File: src/rtl/lif_neuron.sv
// Leaky integrate-and-fire neuron: integrates gated synaptic values over a timestep,
// then leaks, thresholds and emits one registered spike decision per timestep.
module lif_neuron #(
    parameter int W          = 16,
    parameter int VW         = 24,
    parameter int THRESH     = 1000,
    parameter int LEAK_SHIFT = 4,
    parameter int REFRAC     = 2,
    parameter int V_RESET    = 0
) (
    input  logic                 clk,
    input  logic                 rst_n,
    input  logic                 in_valid,
    input  logic signed [W-1:0]  v_in,
    output logic                 in_ready,
    input  logic                 step_end,
    output logic                 spike_valid,
    output logic                 spike_out,
    output logic signed [VW-1:0] v_mem
);

    localparam int RW = (REFRAC > 0) ? $clog2(REFRAC + 1) : 1;
    localparam logic signed [VW-1:0] THRESH_V  = VW'(THRESH);
    localparam logic signed [VW-1:0] V_RESET_V = VW'(V_RESET);
    localparam logic [RW-1:0]        REFRAC_V  = RW'(REFRAC);

    typedef enum logic {
        INTEG = 1'b0,
        EVAL  = 1'b1
    } state_t;

    // One guard bit is enough to detect overflow of acc + sext(v_in).
    function automatic logic signed [VW-1:0] sat_add(
        input logic signed [VW-1:0] a,
        input logic signed [W-1:0]  b
    );
        logic signed [VW:0] sum;
        sum = $signed({a[VW-1], a}) + $signed({{(VW + 1 - W){b[W-1]}}, b});
        if (sum[VW] != sum[VW-1]) begin
            if (sum[VW]) return {1'b1, {(VW - 1){1'b0}}};
            else         return {1'b0, {(VW - 1){1'b1}}};
        end
        return sum[VW-1:0];
    endfunction

    // Magnitude never grows, so no saturation is needed here.
    function automatic logic signed [VW-1:0] leak(input logic signed [VW-1:0] a);
        if (LEAK_SHIFT == 0) return a;
        return a - (a >>> LEAK_SHIFT);
    endfunction

    state_t                 state;
    state_t                 state_nx;
    logic signed [VW-1:0]   acc;
    logic signed [VW-1:0]   acc_nx;
    logic signed [VW-1:0]   lk;
    logic [RW-1:0]          ref_cnt;
    logic [RW-1:0]          ref_nx;
    logic                   fire;

    assign in_ready = (state == INTEG);
    assign v_mem    = acc;

    always_comb begin
        state_nx = state;
        acc_nx   = acc;
        ref_nx   = ref_cnt;
        fire     = 1'b0;
        lk       = leak(acc);
        case (state)
            INTEG: begin
                if (in_valid && (ref_cnt == '0)) acc_nx = sat_add(acc, v_in);
                if (step_end) state_nx = EVAL;
            end
            EVAL: begin
                state_nx = INTEG;
                if (ref_cnt != '0) begin
                    ref_nx = ref_cnt - RW'(1);
                end else if (lk >= THRESH_V) begin
                    fire   = 1'b1;
                    acc_nx = V_RESET_V;
                    ref_nx = REFRAC_V;
                end else begin
                    acc_nx = lk;
                end
            end
            default: state_nx = INTEG;
        endcase
    end

    // Decision is registered one cycle after EVAL so the pulse is glitch-free.
    always_ff @(posedge clk or negedge rst_n) begin
        if (!rst_n) begin
            state       <= INTEG;
            acc         <= V_RESET_V;
            ref_cnt     <= '0;
            spike_valid <= 1'b0;
            spike_out   <= 1'b0;
        end else begin
            state       <= state_nx;
            acc         <= acc_nx;
            ref_cnt     <= ref_nx;
            spike_valid <= (state == EVAL);
            spike_out   <= fire;
        end
    end

endmodule

File: config.mk
export PLATFORM = sky130hd
export DESIGN_NAME = lif_neuron
export DESIGN_NICKNAME = d
export VERILOG_FILES = /design/src/rtl/lif_neuron.sv
export SDC_FILE = /design/constraint.sdc
export NUM_CORES = 1
export LEC_CHECK = 0
export CAP_MARGIN = 5
export CORE_AREA = 3 3 92 94
export DETAILED_ROUTE_END_ITERATION = 6
export DIE_AREA = 0 0 95 97
export PLACE_DENSITY = 0.78
export SYNTH_ARGS = -nofsm -noshare
export SYNTH_HDL_FRONTEND = slang
export SYNTH_SLANG_ARGS = --single-unit
File: constraint.sdc
create_clock -name clk -period 3.4 [get_ports clk]
set_clock_uncertainty 0.15 [all_clocks]
set_input_delay 0.68 -clock clk [delete_from_list [all_inputs] [get_ports clk]]
set_output_delay 0.68 -clock clk [all_outputs]
set_load 0.02 [all_outputs]
==> results of run 1 <==
[layer usage]
metal,vias to the layer above,part of all wire
li1,2383,-
met3,204,0.094
met4,0,0.10
met2,490,0.46
met1,2580,0.35
met5,-,0
[area by class of cell]
cell class                      instances  area [um^2]
Multi-Input combinational cell        429         3729
Inverter                               39        146.4
Clock buffer                            7        96.34
Fill cell                             384         1037
Clock inverter                          1        5.005
Sequential cell                        29        730.7
Tap cell                              102        127.6
Timing Repair Buffer                  224         1856
[kinds of logic after synthesis]
family	after synthesis	synth area share
AOI/OAI and AO/OA	211	0.3641
DFF	29	0.1781
adders and majority gates	51	0.1603
buffers and inverters	53	0.05127
xor gates and xnor gates	31	0.06663
muxes	2	0.005219
and+or+nand+nor	133	0.1744
[critical path, stage by stage (launching register included)]
cell      delay, ps
dfrtp_2         430
inv_2           110
ha_4            160
inv_2            40
fa_2            370
a211oi_4        280
o21ai_4         100
a31oi_4         250
nor3_2           60
or4_1           540
or4_4           460
nor4_4          180
a21oi_1         170
o21ai_2         200
mux2_1          340
[final timing paths]
path	cells after the start	startpoint	slack, ps	to
setup / recovery	14	v_mem[0]	-570	ref_cnt[0]
hold / removal	1	ref_cnt[0]	360	ref_cnt[0]
setup reg to reg	14	v_mem[0]	-570	ref_cnt[0]
hold reg to reg	1	ref_cnt[0]	360	ref_cnt[0]
max in group asynchronous	2	rst_n	2140	v_mem[0]
min in group asynchronous	2	rst_n	630	v_mem[8]
[sequential cells by signal, indices dropped and copies added (netlist names)]
signal	cells
v_mem	24
spike_out	1
ref_cnt	2
state	1
spike_valid	1
[Yosys cell counts (3+ instances only)]
library cell	instances
clkbuf_1	11
o31ai_1	3
a32oi_1	4
nand2_1	31
a221oi_1	6
a21oi_1	50
nor2_1	31
xnor2_1	18
a211oi_1	7
xor2_1	13
nor2b_1	3
and4_1	6
a21o_1	14
a31oi_1	9
o211ai_1	7
a22o_1	15
o21a_1	12
dfrtp_1	29
or2_2	6
o21bai_1	8
a22oi_1	13
ha_1	49
nand2b_1	5
nor3_1	11
inv_1	39
and3_1	6
nand3_1	11
o21ai_0	29
a21boi_0	4
and2_1	7
[through the flow]
step	cells	utilization	hold WS [ps]
6_report	831	0.8658	364.5
3_3_place_gp	798	0.7549	323.1
3_5_place_dp	798	0.7549	339.7
2_1_floorplan	510	-	201.9
5_1_grt	831	0.8658	380.4
4_1_cts	812	0.7974	354.4
[repair_timing]
item,4_1_cts,5_1_grt
setup endpoints to repair,26,26
pin swaps,31,51
cloned,0,1
buffers inserted,6,18
gates resized for setup,36,76
==> run metrics, run 1 <==
synthesis warning total=0; gate count of the mapped netlist=510; die outline area=9215 um^2; Seq/Total Area, Yosys=0.1781; total CTS buffers=5; Clock Tree Root=clkbuf_8; number of top-level pins=47; CTS max path bufs=2; first-pass GRT wire length=24,320 um; setup TNS=-11,430 ps; # diodes=0; final hold violations=0; CTS Hold Bufs=0; total congestion overflow after global routing=0; net count of the mapped netlist=581; die width=95 um; status=complete, but fails checks; HPWL Detailed=11,750 um; global-route usage over all layers=0.3339; Worst Setup End Kind=flip-flop; Syn-to-layout area delta=64.17%; most congested layer reported by global routing=met2; fmax=251.6 MHz; via count=5,657; violations in the final reports=setup timing; data arrival at the endpoint of the critical path=4000 ps; placer's final routability congestion estimate=0.9856; Post-synth EDFFs=0; pin count of the biggest net entering global routing=30; final critical-path setup slack=-574.4 ps; proportion of register bits with asynchronous set or reset after synthesis=1.000; max_slew headroom=0.5006; clock tree from TritonCTS=done; average via count per standard cell=6.807; area of the core=7727 um^2; proportion of netlist area held by the largest area contributor=0.1781; CP required=3430 ps; largest area contributor in the netlist=dfrtp_1; count of unique library cells instantiated by Yosys=70; class of the tightest hold or removal check=reg2reg; RSZ-0062 raised after global routing=true; leading cell types in the layout, fill and taps excluded=166 x buf_4, 45 x a21oi_1, 38 x clkdlybuf4s50_1; GR Util met3=0.04899; Worst Max-Slew Pin Slew=746.4 ps; DRT iter0 DRCs=672; htree depth=2; Final Slew Violations=0; number of antenna violations at the first check in global routing=0; clock latency reported for the late side of the worst-skew pair=300 ps; post-synth design cell area=4075 um^2; final setup violation count=27; top cells by area in the synthesized netlist=dfrtp_1 18%, ha_1 15%, a21oi_1 6.1%; row count=32; layout cells sized above 1=0.3855; clock tree sinks=29; detailed-router iteration count before antenna repair=5; Layout Cell Area excl Fill=6690 um^2; post-route DRC violation count=0; mean instance size in the synthesized netlist=7.991 um^2; total wire length after detailed routing=19,610 um; main flop type after synthesis=dfrtp_1; top fanout value on the critical path=4; dpl cell area=5833 um^2; number of global-route vias before repair=5,052; Chip Height=97 um; clock slew seen by the registers of the worst setup and hold paths=70 ps; per-cell routed wire length=23.60 um; antenna-violating nets left=0; type of the setup path with the least slack=reg2reg; GRT met1 Usage=0.4066; initial core utilization=0.5274; max-cap violations=0; met2 usage in global routing=0.5569; kind of launch point of the worst setup path=flip-flop; Period minus WS final=3974 ps; share of the cycle needed by the critical path after routing=1.169; synthesis-stage register bit count=29; worst setup timing slack at the placement stage=-782.7 ps; number of input and output port buffers inserted=46; count of nets after finishing=799; most frequent standard cell in the layout excluding fill and tap cells=buf_4
Power of run 1 is left out: the tool's default activity adds up to more than one toggle a clock period on the data nets, which glitch-free logic cannot reach.
==> run 2, diff against run 1 <==
--- a/config.mk
+++ b/config.mk
@@ -6,10 +6,9 @@
 export NUM_CORES = 1
 export LEC_CHECK = 0
 export CAP_MARGIN = 5
-export CORE_AREA = 3 3 92 94
+export CORE_AREA = 3 3 112 114
 export DETAILED_ROUTE_END_ITERATION = 6
-export DIE_AREA = 0 0 95 97
-export PLACE_DENSITY = 0.78
+export DIE_AREA = 0 0 115 117
 export SYNTH_ARGS = -nofsm -noshare
 export SYNTH_HDL_FRONTEND = slang
 export SYNTH_SLANG_ARGS = --single-unit
==> run metrics, run 2 (synthesis gave the netlist of run 1 again) <==
Slowest cell on crit path=or4_1; worst setup timing slack at the placement stage=-798.1 ps (-15.48 ps); ordered list of cells on the worst path=inv_2, ha_4, inv_2, fa_2, a211oi_4, o21ai_4, a31oi_4, nor3_2, or4_1, or4_4, nor4_4, buf_4, a211oi_4, and2_4, a211oi_2; kind of launch point of the worst setup path=flip-flop; count of nets after finishing=818 (+2.4%); area taken by flip-flops and latches=732.0 um^2 (+0.17%); multi-input combinational cell area=3704 um^2 (-0.67%); first-pass GRT wire length=25,850 um (+6.3%); placer's final routability congestion estimate=0.9213 (-6.5%); Syn-to-layout area delta=69.36%; final setup violation count=18 (-33%); leading cell types in the layout, fill and taps excluded=190 x buf_4, 44 x a21oi_1, 35 x clkdlybuf4s50_1; Worst Max-Slew Pin Slew=650.9 ps (-95.47 ps); number of top-level pins=47 (unchanged); total congestion overflow after global routing=0 (unchanged); max_slew headroom=0.5645 (+0.06388); CP startpoint=v_mem[0]; die width=115 um (+21%); RSZ-0062 raised after global routing=true; status=complete, but fails checks; htree depth=2 (unchanged); area of the core=11,520 um^2 (+49%); total CTS buffers=5 (unchanged); class of the tightest hold or removal check=reg2reg; DRT iter0 DRCs=282 (-58%); number of flip-flops under the largest register name=24 (unchanged); clock slew seen by the registers of the worst setup and hold paths=60 ps (about the same); global-route usage over all layers=0.2421 (-0.09186); Critical path buffers and inverters=3 (+1); Cell Count, Final, Fillers Out=891 (+7.2%); number of placed instances with taps included=857 (+7.4%); Chip Height=117 um (+21%); via count=5,022 (-11%); delay contributed by the slowest stage of the critical path=530 ps (about the same); Worst Setup End Kind=flip-flop; per-cell routed wire length=18.62 um (-21%); clock tree sinks=29 (unchanged); top fanout value on the critical path=4 (unchanged); detailed-router iteration count before antenna repair=5 (unchanged); number of input and output port buffers inserted=46 (unchanged); CTS max path bufs=2 (unchanged); CP required=3440 ps (about the same); Period minus WS final=3844 ps (-130.3 ps); # diodes=0 (unchanged); clock tree from TritonCTS=done; Final Slew Violations=0 (unchanged); average via count per standard cell=5.636 (-17%); type of the setup path with the least slack=reg2reg; initial core utilization=0.3539 (-0.1735); layout cells sized above 1=0.4078 (+0.02229); pin count of the biggest net entering global routing=30 (unchanged); HPWL Detailed=12,630 um (+7.5%); Post-Route Utilization=0.5993 (-0.2665); worst r2r src=v_mem[0]; total wire length after detailed routing=16,590 um (-15%); number of antenna violations at the first check in global routing=0 (unchanged); share of the cycle needed by the critical path after routing=1.131 (-0.03833); setup TNS=-7393 ps (+4039 ps); row count=39 (+22%); most frequent standard cell in the layout excluding fill and tap cells=buf_4; Fillers=1,009 (+160%); Crit path max-delay family=simple AND/OR/NAND/NOR gates; post-route DRC violation count=0 (unchanged); antenna-violating nets left=0 (unchanged); max-cap violations=0 (unchanged); final critical-path setup slack=-444.0 ps (+130.3 ps); number of global-route vias before repair=5,116 (+1.3%); clock latency reported for the late side of the worst-skew pair=280 ps (-20 ps); die outline area=13,460 um^2 (+46%); Clock Tree Root=clkbuf_16; fmax=260.1 MHz (+3.4%); data arrival at the endpoint of the critical path=3880 ps (-120 ps); violations in the final reports=setup timing; hold wc startpoint=ref_cnt[0]; final hold violations=0 (unchanged)
==> run 2: changes by cell type in the layout (fill, tap and decap cells not counted), sizes merged <==
cell           change
buf               +19
clkbuf             +1
clkdlybuf4s50      -3
dlygate4sd2        -1
dlymetal6s2s       +3
==> run 2: metal layers <==
layer / vias to the layer above / wire length, um / track usage
li1: 2415 / - / -
met1: 2386 / 7163 / 0.3105
met2: 181 / 7995 / 0.4113
met3: 40 / 867 / 0.03290
met4: 0 / 561 / 0.09859
met5: - / 0 / 0
==> run 2: area by class of cell <==
| class | count | area share |
|---|---|---|
| tap | 143 | 0.02592 |
| inverter | 39 | 0.02121 |
| clock inverter | 1 | 0.0007252 |
| timing repair buffer | 243 | 0.2873 |
| multi-input combinational | 429 | 0.5366 |
| clock buffer | 7 | 0.02212 |
| sequential | 29 | 0.1061 |
==> run 2: through the flow <==
step,cell area [um^2],hold slack [ps]
after global routing,6902,409.6
final,6902,370.2
after CTS,6456,361.8
after floorplan,4138,201.9
after global placement,6007,324.9
after detailed placement,6007,349.5
==> run 2: path summary, 6_finish.rpt <==
kind	slack [ps]	end	cells past startpoint
worst max-delay path	-440	v_mem[17]	15
worst min-delay path	370	ref_cnt[0]	1
worst max register to register	-440	v_mem[17]	15
worst min register to register	370	ref_cnt[0]	1
max in group asynchronous	2120	v_mem[6]	2
min in group asynchronous	650	v_mem[12]	2
==> run 2: timing repair <==
action                                  4_1_cts  5_1_grt
endpoints found under the setup margin       27       27
buffers inserted                             11       16
gates cloned                                  1        1
pin swaps                                    18       42
hold buffers                                  0        0
resized for setup                            40       74
hold endpoints to repair                      0        0
Power of run 2 is left out for the same reason.
